### src/rtl/hex_disp_pkg.sv
// rtl/hex_disp_pkg.sv - shared constants and hex glyph table for the 7-segment driver
package hex_disp_pkg;

    localparam int SEG_W = 7;

    // All segments off on an active-low display.
    localparam logic [SEG_W-1:0] SEG_BLANK_AL = 7'h7F;

    // Active-low glyph for one nibble, bit order {g,f,e,d,c,b,a}.
    function automatic logic [SEG_W-1:0] hex_glyph(input logic [3:0] nibble);
        logic [SEG_W-1:0] g;
        case (nibble)
            4'h0: g = 7'b1000000;
            4'h1: g = 7'b1111001;
            4'h2: g = 7'b0100100;
            4'h3: g = 7'b0110000;
            4'h4: g = 7'b0011001;
            4'h5: g = 7'b0010010;
            4'h6: g = 7'b0000010;
            4'h7: g = 7'b1111000;
            4'h8: g = 7'b0000000;
            4'h9: g = 7'b0010000;
            4'hA: g = 7'b0001000;
            4'hB: g = 7'b0000011;
            4'hC: g = 7'b1000110;
            4'hD: g = 7'b0100001;
            4'hE: g = 7'b0000110;
            4'hF: g = 7'b0001110;
            default: g = SEG_BLANK_AL;
        endcase
        return g;
    endfunction

endpackage

### src/rtl/hex7seg_decode.sv
// rtl/hex7seg_decode.sv - combinational nibble to 7-segment decoder
module hex7seg_decode
    import hex_disp_pkg::*;
#(
    parameter bit ACTIVE_LOW = 1'b1
) (
    input  logic [3:0]       nibble_i,
    output logic [SEG_W-1:0] seg_o
);

    // Table is stored active-low; invert it for active-high boards.
    always_comb begin
        seg_o = hex_glyph(nibble_i);
        if (!ACTIVE_LOW) begin
            seg_o = ~hex_glyph(nibble_i);
        end
    end

endmodule

### src/rtl/hex_display_driver.sv
// rtl/hex_display_driver.sv - registered multi-digit hex display driver with blink, LZ blank and PWM dimming
module hex_display_driver
    import hex_disp_pkg::*;
#(
    parameter int NUM_DIGITS = 6,
    parameter int BLINK_DIV  = 25000000,
    parameter int PWM_W      = 4,
    parameter bit ACTIVE_LOW = 1'b1
) (
    input  logic                        clk,
    input  logic                        reset,
    input  logic                        load,
    input  logic [4*NUM_DIGITS-1:0]     data_in,
    input  logic [NUM_DIGITS-1:0]       blink_mask,
    input  logic                        lz_en,
    input  logic [PWM_W-1:0]            brightness,
    output logic [SEG_W*NUM_DIGITS-1:0] segs,
    output logic                        blink_phase
);

    localparam int                BC_W       = (BLINK_DIV > 2) ? $clog2(BLINK_DIV) : 1;
    localparam logic [BC_W-1:0]   BLINK_LAST = BC_W'(BLINK_DIV - 1);
    localparam logic [SEG_W-1:0]  BLANK      = ACTIVE_LOW ? SEG_BLANK_AL : ~SEG_BLANK_AL;

    logic [4*NUM_DIGITS-1:0]     data_q;
    logic [NUM_DIGITS-1:0]       blink_q;
    logic                        lz_q;
    logic [BC_W-1:0]             blink_cnt_q, blink_cnt_d;
    logic                        blink_phase_q, blink_phase_d;
    logic [PWM_W-1:0]            pwm_cnt_q, pwm_cnt_d;
    logic                        pwm_lit;
    logic [NUM_DIGITS-1:0]       lz_blank;
    logic [NUM_DIGITS-1:0]       blink_blank;
    logic [NUM_DIGITS:0]         zero_above;
    logic [SEG_W*NUM_DIGITS-1:0] glyphs;
    logic [SEG_W*NUM_DIGITS-1:0] segs_q, segs_d;

    // Capture the display word and its attributes whenever load is high.
    always_ff @(posedge clk or posedge reset) begin
        if (reset) begin
            data_q  <= '0;
            blink_q <= '0;
            lz_q    <= 1'b0;
        end else if (load) begin
            data_q  <= data_in;
            blink_q <= blink_mask;
            lz_q    <= lz_en;
        end
    end

    // Free-running blink divider; phase flips each time the divider wraps.
    always_comb begin
        blink_cnt_d   = blink_cnt_q + 1'b1;
        blink_phase_d = blink_phase_q;
        if (blink_cnt_q == BLINK_LAST) begin
            blink_cnt_d   = '0;
            blink_phase_d = ~blink_phase_q;
        end
    end

    // PWM ramp simply wraps through its full range.
    always_comb begin
        pwm_cnt_d = pwm_cnt_q + 1'b1;
    end

    // Blink and PWM counter state.
    always_ff @(posedge clk or posedge reset) begin
        if (reset) begin
            blink_cnt_q   <= '0;
            blink_phase_q <= 1'b0;
            pwm_cnt_q     <= '0;
        end else begin
            blink_cnt_q   <= blink_cnt_d;
            blink_phase_q <= blink_phase_d;
            pwm_cnt_q     <= pwm_cnt_d;
        end
    end

    // Full-scale brightness is forced on so the top code never flickers.
    always_comb begin
        pwm_lit = 1'b0;
        if (&brightness) begin
            pwm_lit = 1'b1;
        end else if (pwm_cnt_q < brightness) begin
            pwm_lit = 1'b1;
        end
    end

    assign zero_above[NUM_DIGITS] = 1'b1;
    assign blink_blank            = blink_q & {NUM_DIGITS{blink_phase_q}};

    genvar k;
    generate
        for (k = 0; k < NUM_DIGITS; k++) begin : g_digit
            // Chain of "this digit and every digit above it is zero".
            assign zero_above[k] = zero_above[k+1] & (data_q[4*k +: 4] == 4'h0);

            if (k == 0) begin : g_lsd
                // The least significant digit always shows, so zero reads as "0".
                assign lz_blank[k] = 1'b0;
            end else begin : g_upper
                assign lz_blank[k] = lz_q & zero_above[k];
            end

            hex7seg_decode #(
                .ACTIVE_LOW (ACTIVE_LOW)
            ) u_decode (
                .nibble_i (data_q[4*k +: 4]),
                .seg_o    (glyphs[SEG_W*k +: SEG_W])
            );

            assign segs_d[SEG_W*k +: SEG_W] =
                (lz_blank[k] | blink_blank[k] | ~pwm_lit) ? BLANK : glyphs[SEG_W*k +: SEG_W];
        end
    endgenerate

    // Single output register so the pins never see a combinational path.
    always_ff @(posedge clk or posedge reset) begin
        if (reset) begin
            segs_q <= {NUM_DIGITS{BLANK}};
        end else begin
            segs_q <= segs_d;
        end
    end

    assign segs        = segs_q;
    assign blink_phase = blink_phase_q;

endmodule

### config.mk
export PLATFORM = sky130hd
export DESIGN_NAME = hex_display_driver
export DESIGN_NICKNAME = d
export VERILOG_FILES = /design/src/rtl/hex_disp_pkg.sv /design/src/rtl/hex7seg_decode.sv /design/src/rtl/hex_display_driver.sv
export SDC_FILE = /design/constraint.sdc
export NUM_CORES = 1
export LEC_CHECK = 0
export CAP_MARGIN = 10
export CORE_MARGIN = 3
export CORE_UTILIZATION = 50
export CTS_BUF_LIST = sky130_fd_sc_hd__clkbuf_16
export CTS_CLUSTER_DIAMETER = 30
export DETAILED_ROUTE_END_ITERATION = 8
export MAX_ROUTING_LAYER = met4
export PLACE_DENSITY = 0.74
export SLEW_MARGIN = 20
export SYNTH_ARGS = -nofsm -noshare
export SYNTH_HDL_FRONTEND = slang
export SYNTH_HIERARCHICAL = 1
export SYNTH_SLANG_ARGS = --single-unit
### constraint.sdc
create_clock -name clk -period 3.2 [get_ports clk]
set_input_delay 0.32 -clock clk [delete_from_list [all_inputs] [get_ports clk]]
set_output_delay 0.32 -clock clk [all_outputs]
set_load 0.005 [all_outputs]
==> flow_summary.toml, run 1 <==
[cts]
clock_latency_on_the_worst_skew_pair_ns = 0.34
cts.clk_slew.worst_paths_ns = 0.07
cts_buffer_depth = 2
numClockSinks = 103
number_of_buffers_created_by_cts = 9
clock_tree_from_tritoncts = "done"
clk_root_buffer_cell = "sky130_fd_sc_hd__clkbuf_16"
post_cts_hold_buffer_count = 0
htree_num_levels = 3
post_cts.resized_instances = 0
post_cts_buffers = 0

[logic_synthesis]
cell_type_contributing_the_most_total_cell_area_after_synthesis = "sky130_fd_sc_hd__dfrtp_1"
yosysSeqAreaShare_pct = 45.29
asyncSetResetFlopFracSynth_pct = 100.0
postSynthRegisterBits = 103
syn_inst = 495
synth_top_area_share_pct = 26.29
number_of_flops_mapped_to_enable_cells_by_yosys = 0
synthDistinctLibCells = 43
synth.area.top_cells = "sky130_fd_sc_hd__dfrtp_1 (26%), sky130_fd_sc_hd__dfstp_2 (19%), sky130_fd_sc_hd__ha_1 (10%)"
post_synth.cell_area_avg_sq_um = 11.73
synth-main-ff-cell = "sky130_fd_sc_hd__dfrtp_1"
synth.net_count = 580
synth_area_sq_um = 5807
yosys_warnings = 6

[layout]
multi_input_comb_area_sq_um = 2945
final_nets = 653
nFillCells = 917
share_of_final_layout_standard_cells_stronger_than_drive_strength_1_pct = 20.24
antenna-diode-count = 0
finish.instance_area_sq_um = 6950
seqCellArea_sq_um = 2630
area_delta_synth_final_pct = 19.69
end_of_flow_core_utilization_pct = 62.74
leading_cell_types_in_the_layout_fill_and_taps_excluded = "sky130_fd_sc_hd__clkdlybuf4s50_1 (80), sky130_fd_sc_hd__dfrtp_1 (61), sky130_fd_sc_hd__nor2_1 (48)"
mostFrequentLayoutCell = "sky130_fd_sc_hd__clkdlybuf4s50_1"

[timing]
period_share_pct = 66.67
hold-worst-slack_ns = 0.3182
drv_slew = 0
fin_worst_skew_ns = 0.01110
grt_setup_unrepaired = "no"
hold_viol_final = 0
timing.final.setup_violations = 0
max-slew-margin-rel_pct = 38.71
timing_worst_slew_pin_value_ns = 0.9124
final_critical_path_setup_slack_ns = 1.067
fin_tns_setup_ns = 0
final_period_minus_worst_setup_slack_ns = 2.133
max_clock_freq_mhz = 468.7

[setup_path]
cp_data_required_time_ns = 3.37
rr_startpoint = "blink_cnt_q[0]"
cp_slowest_cell = "sky130_fd_sc_hd__nor4_4"
crit_path_max_cell_delay_ns = 0.82
setup.worst_path.start = "blink_cnt_q[0]"
critical_path_peak_fanout = 16
setup.worst_path.class = "register to register"
timing.critical_path.from_type = "register"
critical_path.cell_chain = "ha_1 -> and4_1 -> nand2_1 -> nor4_4 -> xor2_1"
cp.arrival_ns = 2.31
crit_path_end_kind = "register"

[floorplan]
chipHeight_um = 113.8
initial_utilization_pct = 52.42
io-pin-count = 81
fp.dieW_um = 113.8
core_area_sq_um = 11080
floorplan.die_area_sq_um = 12940
std_cell_rows = 38

[grt]
maximum_number_of_pins_on_one_net_before_global_route_repair = 46
final_global_route_overflow_total = 0
globalRouteMet3Util_pct = 3.448
gr-usage-met2_pct = 32.08
initial_antenna_violation_count = 0
grt_pass1_vias = 3947
globalRoute.busiestLayer = "met2"
grt.met1_usage_pct = 22.47
grt_first_pass_wirelength_um = 18960
grt_use_total_pct = 18.90

[place]
dp_hpwl_um = 8228
routabilityCongestion = 0.8651
place_worst_setup_slack_ns = 0.8219
io_buffer_count = 80
place_area_sq_um = 6686

[power_and_ir_drop]
power.static_leakage_nw = 3.234
cell_internal_power_w = 0.002472
p_switching_w = 0.0008544
pwr_density_cell_nw_per_um2 = 478.6
power_frac_clock_pct = 29.7
share_comb_of_total_power_pct = 21.2
power.share.sequential_pct = 49.1
peakVddDrop_v = 0.0002551
swShare_pct = 25.69

[drt]
post-route-drc-count = 0
avgRoutedWirePerCell_um = 15.85
initialDrtViolationCount = 100
wirelength_um = 11300
vias = 3944
detailedRoute.firstPassIterationCount = 7
post_drt_via_cell_ratio = 5.532
antenna_left = 0

[run_status]
run_status = "complete, no violations"

[flow_run]
drv_cap = 0

[min_path]
min-delay-path-class = "input pin to asynchronous set/reset pin"
routing by layer:
metal | up-vias | part of all wire, %
li1 | 1930 | -
met1 | 1936 | 44
met2 | 63 | 51
met3 | 15 | 2.9
met4 | 0 | 2.3
met5 | - | 0
kinds of logic (layout without fill, tap and decap cells):
logic type / Yosys count / in the layout / synth area share [%]
xor+xnor: 25 / 25 / 3.771
fa+ha+maj: 47 / 47 / 10.13
flops: 103 / 103 / 45.29
buf+inv: 46 / 124 / 4.051
compound gates: 41 / 41 / 4.913
mux: 67 / 67 / 14.03
simple gates: 166 / 166 / 17.82
flip-flops by register name (all words and copies together) (netlist names):
register     cells
segs            42
blink_q          6
pwm_cnt_q        4
data_q          24
lz_q             1
blink_cnt_q     25
blink_phase      1
per-stage QoR:
stage,power [W],instances
floorplan,0.002031,495
global placement,0.002336,697
detailed placement,0.002368,697
CTS,0.003365,713
global route,0.003517,713
finish,0.003326,713
power by group through the flow:
stage          clock, W  sequential [W]  combinational, W
6_report       0.000986         0.00163          0.000707
5_1_grt         0.00108         0.00166          0.000777
4_1_cts         0.00102         0.00163          0.000713
3_5_place_dp          0         0.00166          0.000710
3_3_place_gp          0         0.00165          0.000685
2_1_floorplan         0         0.00161          0.000422
final timing paths:
| check | to | slack, ns | cells past startpoint |
|---|---|---|---|
| setup / recovery | blink_phase | 1.07 | 5 |
| hold / removal | data_q[6] | 0.32 | 2 |
| setup reg to reg | blink_phase | 1.07 | 5 |
| hold reg to reg | pwm_cnt_q[3] | 0.48 | 1 |
| max in group asynchronous | segs[16] | 2.12 | 3 |
| min in group clk | pwm_cnt_q[3] | 0.48 | 1 |
cell type report:
| cell class | count | area share, % |
|---|---|---|
| Multi-Input combinational cell | 346 | 42.38 |
| Sequential cell | 103 | 37.84 |
| Timing Repair Buffer | 84 | 12.13 |
| Clock buffer | 9 | 3.240 |
| Tap cell | 140 | 2.520 |
| Inverter | 24 | 1.332 |
| Clock inverter | 7 | 0.5581 |
synth_stat cells, types with 4 or more instances:
cell	count
sky130_fd_sc_hd__dfrtp_1	61
sky130_fd_sc_hd__or4b_1	7
sky130_fd_sc_hd__clkbuf_1	4
sky130_fd_sc_hd__mux4_1	6
sky130_fd_sc_hd__a32o_1	6
sky130_fd_sc_hd__or3_1	8
sky130_fd_sc_hd__or4_1	28
sky130_fd_sc_hd__nand2_1	13
sky130_fd_sc_hd__and2b_2	6
sky130_fd_sc_hd__xnor2_1	8
sky130_fd_sc_hd__ha_1	47
sky130_fd_sc_hd__a21oi_1	7
sky130_fd_sc_hd__nor2_1	48
sky130_fd_sc_hd__mux2_2	37
sky130_fd_sc_hd__buf_2	8
sky130_fd_sc_hd__nand3_1	12
sky130_fd_sc_hd__buf_6	7
sky130_fd_sc_hd__nor4_1	5
sky130_fd_sc_hd__and2_1	7
sky130_fd_sc_hd__dfstp_2	42
sky130_fd_sc_hd__a22o_1	12
sky130_fd_sc_hd__xor2_1	17
sky130_fd_sc_hd__or3b_1	6
sky130_fd_sc_hd__inv_1	24
sky130_fd_sc_hd__nand4_1	6
sky130_fd_sc_hd__o21ai_0	13
sky130_fd_sc_hd__mux2i_1	24
critical path, delay by kind of cell (launching register included):
kind / cells / cell delay (ns)
and+or+nand+nor: 3 / 1.23
DFF: 1 / 0.38
adders and majority gates: 1 / 0.22
xor gates and xnor gates: 1 / 0.14
Note: power is estimated with default switching activity, not from simulation.
==> inputs of run 2 (changes only) <==
Settings changed: PLACE_DENSITY 0.74 to 0.77.
Clock period 3.2 ns to 1.77 ns, I/O delays scaled along.
==> run 2 against run 1 <==
  * The run now ends with negative setup slack left
  * Register-to-register slack got worse by 1.2 ns
  * Clock skew shrank 0.0032 ns
  * First-iteration DRC count grew to 2.6 times the previous value
  * Sequential share of layout area down 3.0 points
  * Die area is the same
  * Largest cell class unchanged
  * Wire length increased by 8.1%
  * Non-clock buffer count increased by 48
  * Clock power increased by 100%
  * Critical path depth grew 2
  * Flip-flop and latch count is the same
==> flow_summary.toml, run 2 (synthesis gave the netlist of run 1 again) <==
[place]
io_buffer_count = 80
place_worst_setup_slack_ns = -0.4135
dp_hpwl_um = 8818
routabilityCongestion = 0.8443

[drt]
initialDrtViolationCount = 261
avgRoutedWirePerCell_um = 16.05
post_drt_via_cell_ratio = 5.410
wirelength_um = 12220
antenna_left = 0
vias = 4117
detailedRoute.firstPassIterationCount = 4
post-route-drc-count = 0

[setup_path]
cp_slowest_cell = "sky130_fd_sc_hd__clkdlybuf4s50_1"
cp.arrival_ns = 2.18
cp_data_required_time_ns = 2.03
crit_path_max_cell_delay_ns = 0.52
crit_family = "buffers and inverters"
timing.critical_path.from_type = "input pin"
setup.worst_path.start = "brightness[3]"
regToRegSetupSlack_ns = -0.14
critical_path_peak_fanout = 14
critical_path.cell_chain = "clkdlybuf4s50_1 -> inv_1 -> ha_1 -> o21ai_0 -> a21oi_4 -> clkbuf_16 -> or4_1"
rr_startpoint = "pwm_cnt_q[3]"
crit_path_end_kind = "register"
critical_path_buf_inv_count = 3
setup.worst_path.class = "input pin to register"

[floorplan]
std_cell_rows = 38
core_area_sq_um = 11080
chipHeight_um = 113.8
initial_utilization_pct = 52.42
fp.dieW_um = 113.8
floorplan.die_area_sq_um = 12940
io-pin-count = 81

[grt]
maximum_number_of_pins_on_one_net_before_global_route_repair = 104
grt.met1_usage_pct = 23.53
globalRouteMet3Util_pct = 4.562
initial_antenna_violation_count = 0
grt_pass1_vias = 4213
grt_use_total_pct = 20.08
final_global_route_overflow_total = 0
globalRoute.busiestLayer = "met2"
gr-usage-met2_pct = 35.10
grt_first_pass_wirelength_um = 20240

[timing]
drv_slew = 0
timing.final.setup_violations = 35
max_clock_freq_mhz = 520.8
period_share_pct = 108.5
hold_viol_final = 0
grt_setup_unrepaired = "yes"
max-slew-margin-rel_pct = 65.61
final_period_minus_worst_setup_slack_ns = 1.920
timing_worst_slew_pin_value_ns = 0.5159
final_critical_path_setup_slack_ns = -0.1500
fin_worst_skew_ns = 0.007867

[power_and_ir_drop]
pwr_density_cell_nw_per_um2 = 863.7
pwr_total_w = 0.006541
peakVddDrop_v = 0.0009569
power.static_leakage_nw = 3.450

[run_status]
violations_in_the_final_reports = "negative setup slack"
run_status = "complete, but fails checks"

[layout]
end_of_flow_core_utilization_pct = 68.36
share_of_final_layout_standard_cells_stronger_than_drive_strength_1_pct = 35.59
antenna-diode-count = 0
flip_flop_count_of_the_largest_register_after_layout = 42
leading_cell_types_in_the_layout_fill_and_taps_excluded = "sky130_fd_sc_hd__clkdlybuf4s50_1 (80), sky130_fd_sc_hd__dfrtp_1 (55), sky130_fd_sc_hd__nor2_1 (48)"
mostFrequentLayoutCell = "sky130_fd_sc_hd__clkdlybuf4s50_1"
final_nets = 701
area_delta_synth_final_pct = 30.42

[cts]
clk_root_buffer_cell = "sky130_fd_sc_hd__clkbuf_16"
cts_buffer_depth = 2
cts.clk_slew.worst_paths_ns = 0.07
clock_tree_from_tritoncts = "done"
number_of_buffers_created_by_cts = 9
clock_latency_on_the_worst_skew_pair_ns = 0.35
htree_num_levels = 3
numClockSinks = 103

[flow_run]
drv_cap = 0

[min_path]
min-delay-path-class = "input pin to asynchronous set/reset pin"
-- run 2: per-stage QoR --
stage / setup TNS, ns / cell area [sq um] / instances / hold slack, ns
3_5_place_dp: -14.94 / 7094 / 739 / 0.4919
4_1_cts: -2.031 / 7463 / 758 / 0.3696
6_report: -4.028 / 7574 / 761 / 0.3438
5_1_grt: -6.174 / 7574 / 761 / 0.3848
3_3_place_gp: -13.62 / 7094 / 739 / 0.4616
2_1_floorplan: -0.004445 / 5852 / 495 / 0.3286
-- run 2: worst register-to-register path, delay by kind of cell (launching register included) --
kind	cells	cell delay (ns)
AOI/OAI and AO/OA	2	0.43
adders and majority gates	1	0.27
buffers and inverters	1	0.19
DFF	1	0.41
and+or+nand+nor	1	0.52
-- run 2: power by group --
group          switching, W  total [W]  internal, W
registers          0.000167    0.00289      0.00273
logic              0.000607    0.00163      0.00102
clock network      0.000912    0.00202      0.00111
-- run 2: area by class of cell --
cell class	instances	area [sq um]
clock buffer	9	225.2
clock inverter	7	81.33
fill	812	3505
inverter	24	96.34
multi-input combinational	346	3083
sequential	103	2638
tap	140	175.2
timing repair buffer	132	1275
-- run 2: metal layers --
layer | share of wire [%] | up-vias | wire length (um)
met5 | 0 | - | 0
met4 | 1.4 | 0 | 173
met3 | 3.4 | 11 | 412
met2 | 54 | 65 | 6575
met1 | 41 | 2027 | 5055
li1 | - | 2014 | -
-- run 2: worst paths after layout --
path	to	depth (start not counted)
setup / recovery	segs[17]	7
hold / removal	pwm_cnt_q[1]	3
setup reg to reg	segs[17]	5
hold reg to reg	blink_cnt_q[4]	1
max in group asynchronous	data_q[16]	3
min in group clk	data_q[7]	2
-- run 2: what timing repair did --
action,in CTS,in global routing
gates resized for setup,13,17
cloned,0,1
setup endpoints to repair,36,44
pin swaps,1,6
hold buffers,0,0
setup buffers,3,2
==> inputs of run 3 (changes only) <==
Settings changed: ABC_CLOCK_PERIOD_IN_PS set to 1770, CTS_CLUSTER_SIZE set to 30, SETUP_SLACK_MARGIN set to 0.05.
==> run 3 against run 2 <==
  * The flow still finishes with violations (negative setup slack)
  * Largest power group unchanged
  * Sequential power about the same
  * Highest routed layer unchanged
  * Die area unchanged
  * Cell count increased by 2.5%
  * Via count increased by 2.5%
==> flow_summary.toml, run 3 (synthesis gave the netlist of run 1 again) <==
[cts]
clock_tree_from_tritoncts = "done"
cts.clk_slew.worst_paths_ns = 0.07
clock_latency_on_the_worst_skew_pair_ns = 0.35
post_cts_hold_buffer_count = 0
htree_num_levels = 3
numClockSinks = 103
clk_root_buffer_cell = "sky130_fd_sc_hd__clkbuf_16"
cts_buffer_depth = 2
number_of_buffers_created_by_cts = 9

[layout]
final_nets = 720
leading_cell_types_in_the_layout_fill_and_taps_excluded = "sky130_fd_sc_hd__clkdlybuf4s50_1 (80), sky130_fd_sc_hd__buf_4 (64), sky130_fd_sc_hd__dfrtp_1 (49)"
flip_flop_count_of_the_largest_register_after_layout = 42
share_of_final_layout_standard_cells_stronger_than_drive_strength_1_pct = 38.28
area_delta_synth_final_pct = 33.10
end_of_flow_core_utilization_pct = 69.77
mostFrequentLayoutCell = "sky130_fd_sc_hd__clkdlybuf4s50_1"
antenna-diode-count = 0

[timing]
fin_worst_skew_ns = 0.007596
drv_slew = 0
hold_viol_final = 0
final_critical_path_setup_slack_ns = -0.05371
final_period_minus_worst_setup_slack_ns = 1.824
grt_setup_unrepaired = "yes"
period_share_pct = 103.0
timing_worst_slew_pin_value_ns = 0.4681
timing.final.setup_violations = 35
max-slew-margin-rel_pct = 68.50
fin_tns_setup_ns = -0.8219
max_clock_freq_mhz = 548.3

[drt]
initialDrtViolationCount = 113
vias = 4220
avgRoutedWirePerCell_um = 15.69
antenna_left = 0
detailedRoute.firstPassIterationCount = 4
post_drt_via_cell_ratio = 5.410
wirelength_um = 12240
post-route-drc-count = 0

[flow_run]
drv_cap = 0

[setup_path]
cp_data_required_time_ns = 2.02
critical_path.cell_chain = "ha_1 -> a21boi_1 -> o21ai_1 -> a21oi_2 -> buf_12 -> or4_1"
critical_path_peak_fanout = 42
timing.critical_path.from_type = "register"
crit_path_max_cell_delay_ns = 0.54
crit_path_end_kind = "register"
cp.arrival_ns = 2.08
crit_family = "simple AND/OR/NAND/NOR gates"
critical_path_buf_inv_count = 1
setup.worst_path.class = "register to register"
cp_slowest_cell = "sky130_fd_sc_hd__or4_1"

[power_and_ir_drop]
power.share.sequential_pct = 45.1
pwr_density_cell_nw_per_um2 = 831.3
cell_internal_power_w = 0.004731
power.static_leakage_nw = 3.537
peakVddDrop_v = 0.0008120
share_comb_of_total_power_pct = 25.9
power_frac_clock_pct = 29.1
p_switching_w = 0.001694
swShare_pct = 26.37

[floorplan]
chipHeight_um = 113.8
initial_utilization_pct = 52.42
core_area_sq_um = 11080
fp.dieW_um = 113.8
floorplan.die_area_sq_um = 12940
io-pin-count = 81
std_cell_rows = 38

[grt]
final_global_route_overflow_total = 0
initial_antenna_violation_count = 0
maximum_number_of_pins_on_one_net_before_global_route_repair = 43
grt_first_pass_wirelength_um = 20410
grt_use_total_pct = 20.38
grt_pass1_vias = 4363

[run_status]
violations_in_the_final_reports = "negative setup slack"
run_status = "complete, but fails checks"

[place]
routabilityCongestion = 0.8667
io_buffer_count = 80
dp_hpwl_um = 8901

[min_path]
min-delay-path-class = "input pin to asynchronous set/reset pin"
[run 3: cell count changes in the layout (fill, tap and decap cells not counted), moves of 5 or more]
cell	before	now
sky130_fd_sc_hd__ha_1	41	34
sky130_fd_sc_hd__or4_1	9	20
sky130_fd_sc_hd__ha_4	4	9
sky130_fd_sc_hd__dfrtp_1	55	49
sky130_fd_sc_hd__dfrtp_2	6	12
sky130_fd_sc_hd__or4_4	19	8
sky130_fd_sc_hd__buf_4	45	64
[run 3: layer usage]
layer,wire [um],global-route usage [%],vias to the layer above
met5,0,-,-
met4,355,7.532,0
met3,471,4.775,26
met2,6539,35.53,89
met1,4874,22.76,2053
li1,-,-,2052
[run 3: stage by stage]
step                      cell area [sq um]  cells  hold slack (ns)  worst slack, ns  power (W)
after detailed placement               7207    751           0.4701          -0.3764   0.004503
after floorplan                        5878    495           0.3286        -0.002054   0.003719
after CTS                              7610    773           0.1972         -0.07494   0.006446
after global placement                 7207    751           0.4587          -0.3154   0.004434
after global routing                   7729    780           0.2031          -0.1251   0.006757
final                                  7729    780           0.2001         -0.05371   0.006425
[run 3: cell type report]
cell class	count	area, sq um
Fill cell	806	3349
Multi-Input combinational cell	346	3115
Sequential cell	103	2645
Timing Repair Buffer	151	1404
Clock buffer	9	225.2
Tap cell	140	175.2
Inverter	24	106.4
Clock inverter	7	57.56
[run 3: final timing paths]
kind / start / end / slack, ns / cells past startpoint
hold reg to reg: pwm_cnt_q[0] / pwm_cnt_q[0] / 0.49 / 1
min in group clk: data_in[1] / data_q[1] / 0.44 / 2
setup / recovery: pwm_cnt_q[1] / segs[27] / -0.05 / 6
max in group asynchronous: reset / segs[6] / 1.01 / 3
hold / removal: reset / data_q[21] / 0.20 / 2
setup reg to reg: pwm_cnt_q[1] / segs[27] / -0.05 / 6
[run 3: timing repair]
action | CTS | global route
pin swaps | 1 | 7
resized for setup | 18 | 23
setup buffers | 6 | 7
setup endpoints to repair | 36 | 53
[run 3: power groups by stage]
stage	combinational, W	clock, W	sequential, W
after floorplan	0.000799	0	0.00292
final	0.00166	0.00187	0.00290
after CTS	0.00162	0.00193	0.00290
after detailed placement	0.00157	0	0.00293
after global placement	0.00151	0	0.00292
after global routing	0.00180	0.00201	0.00294
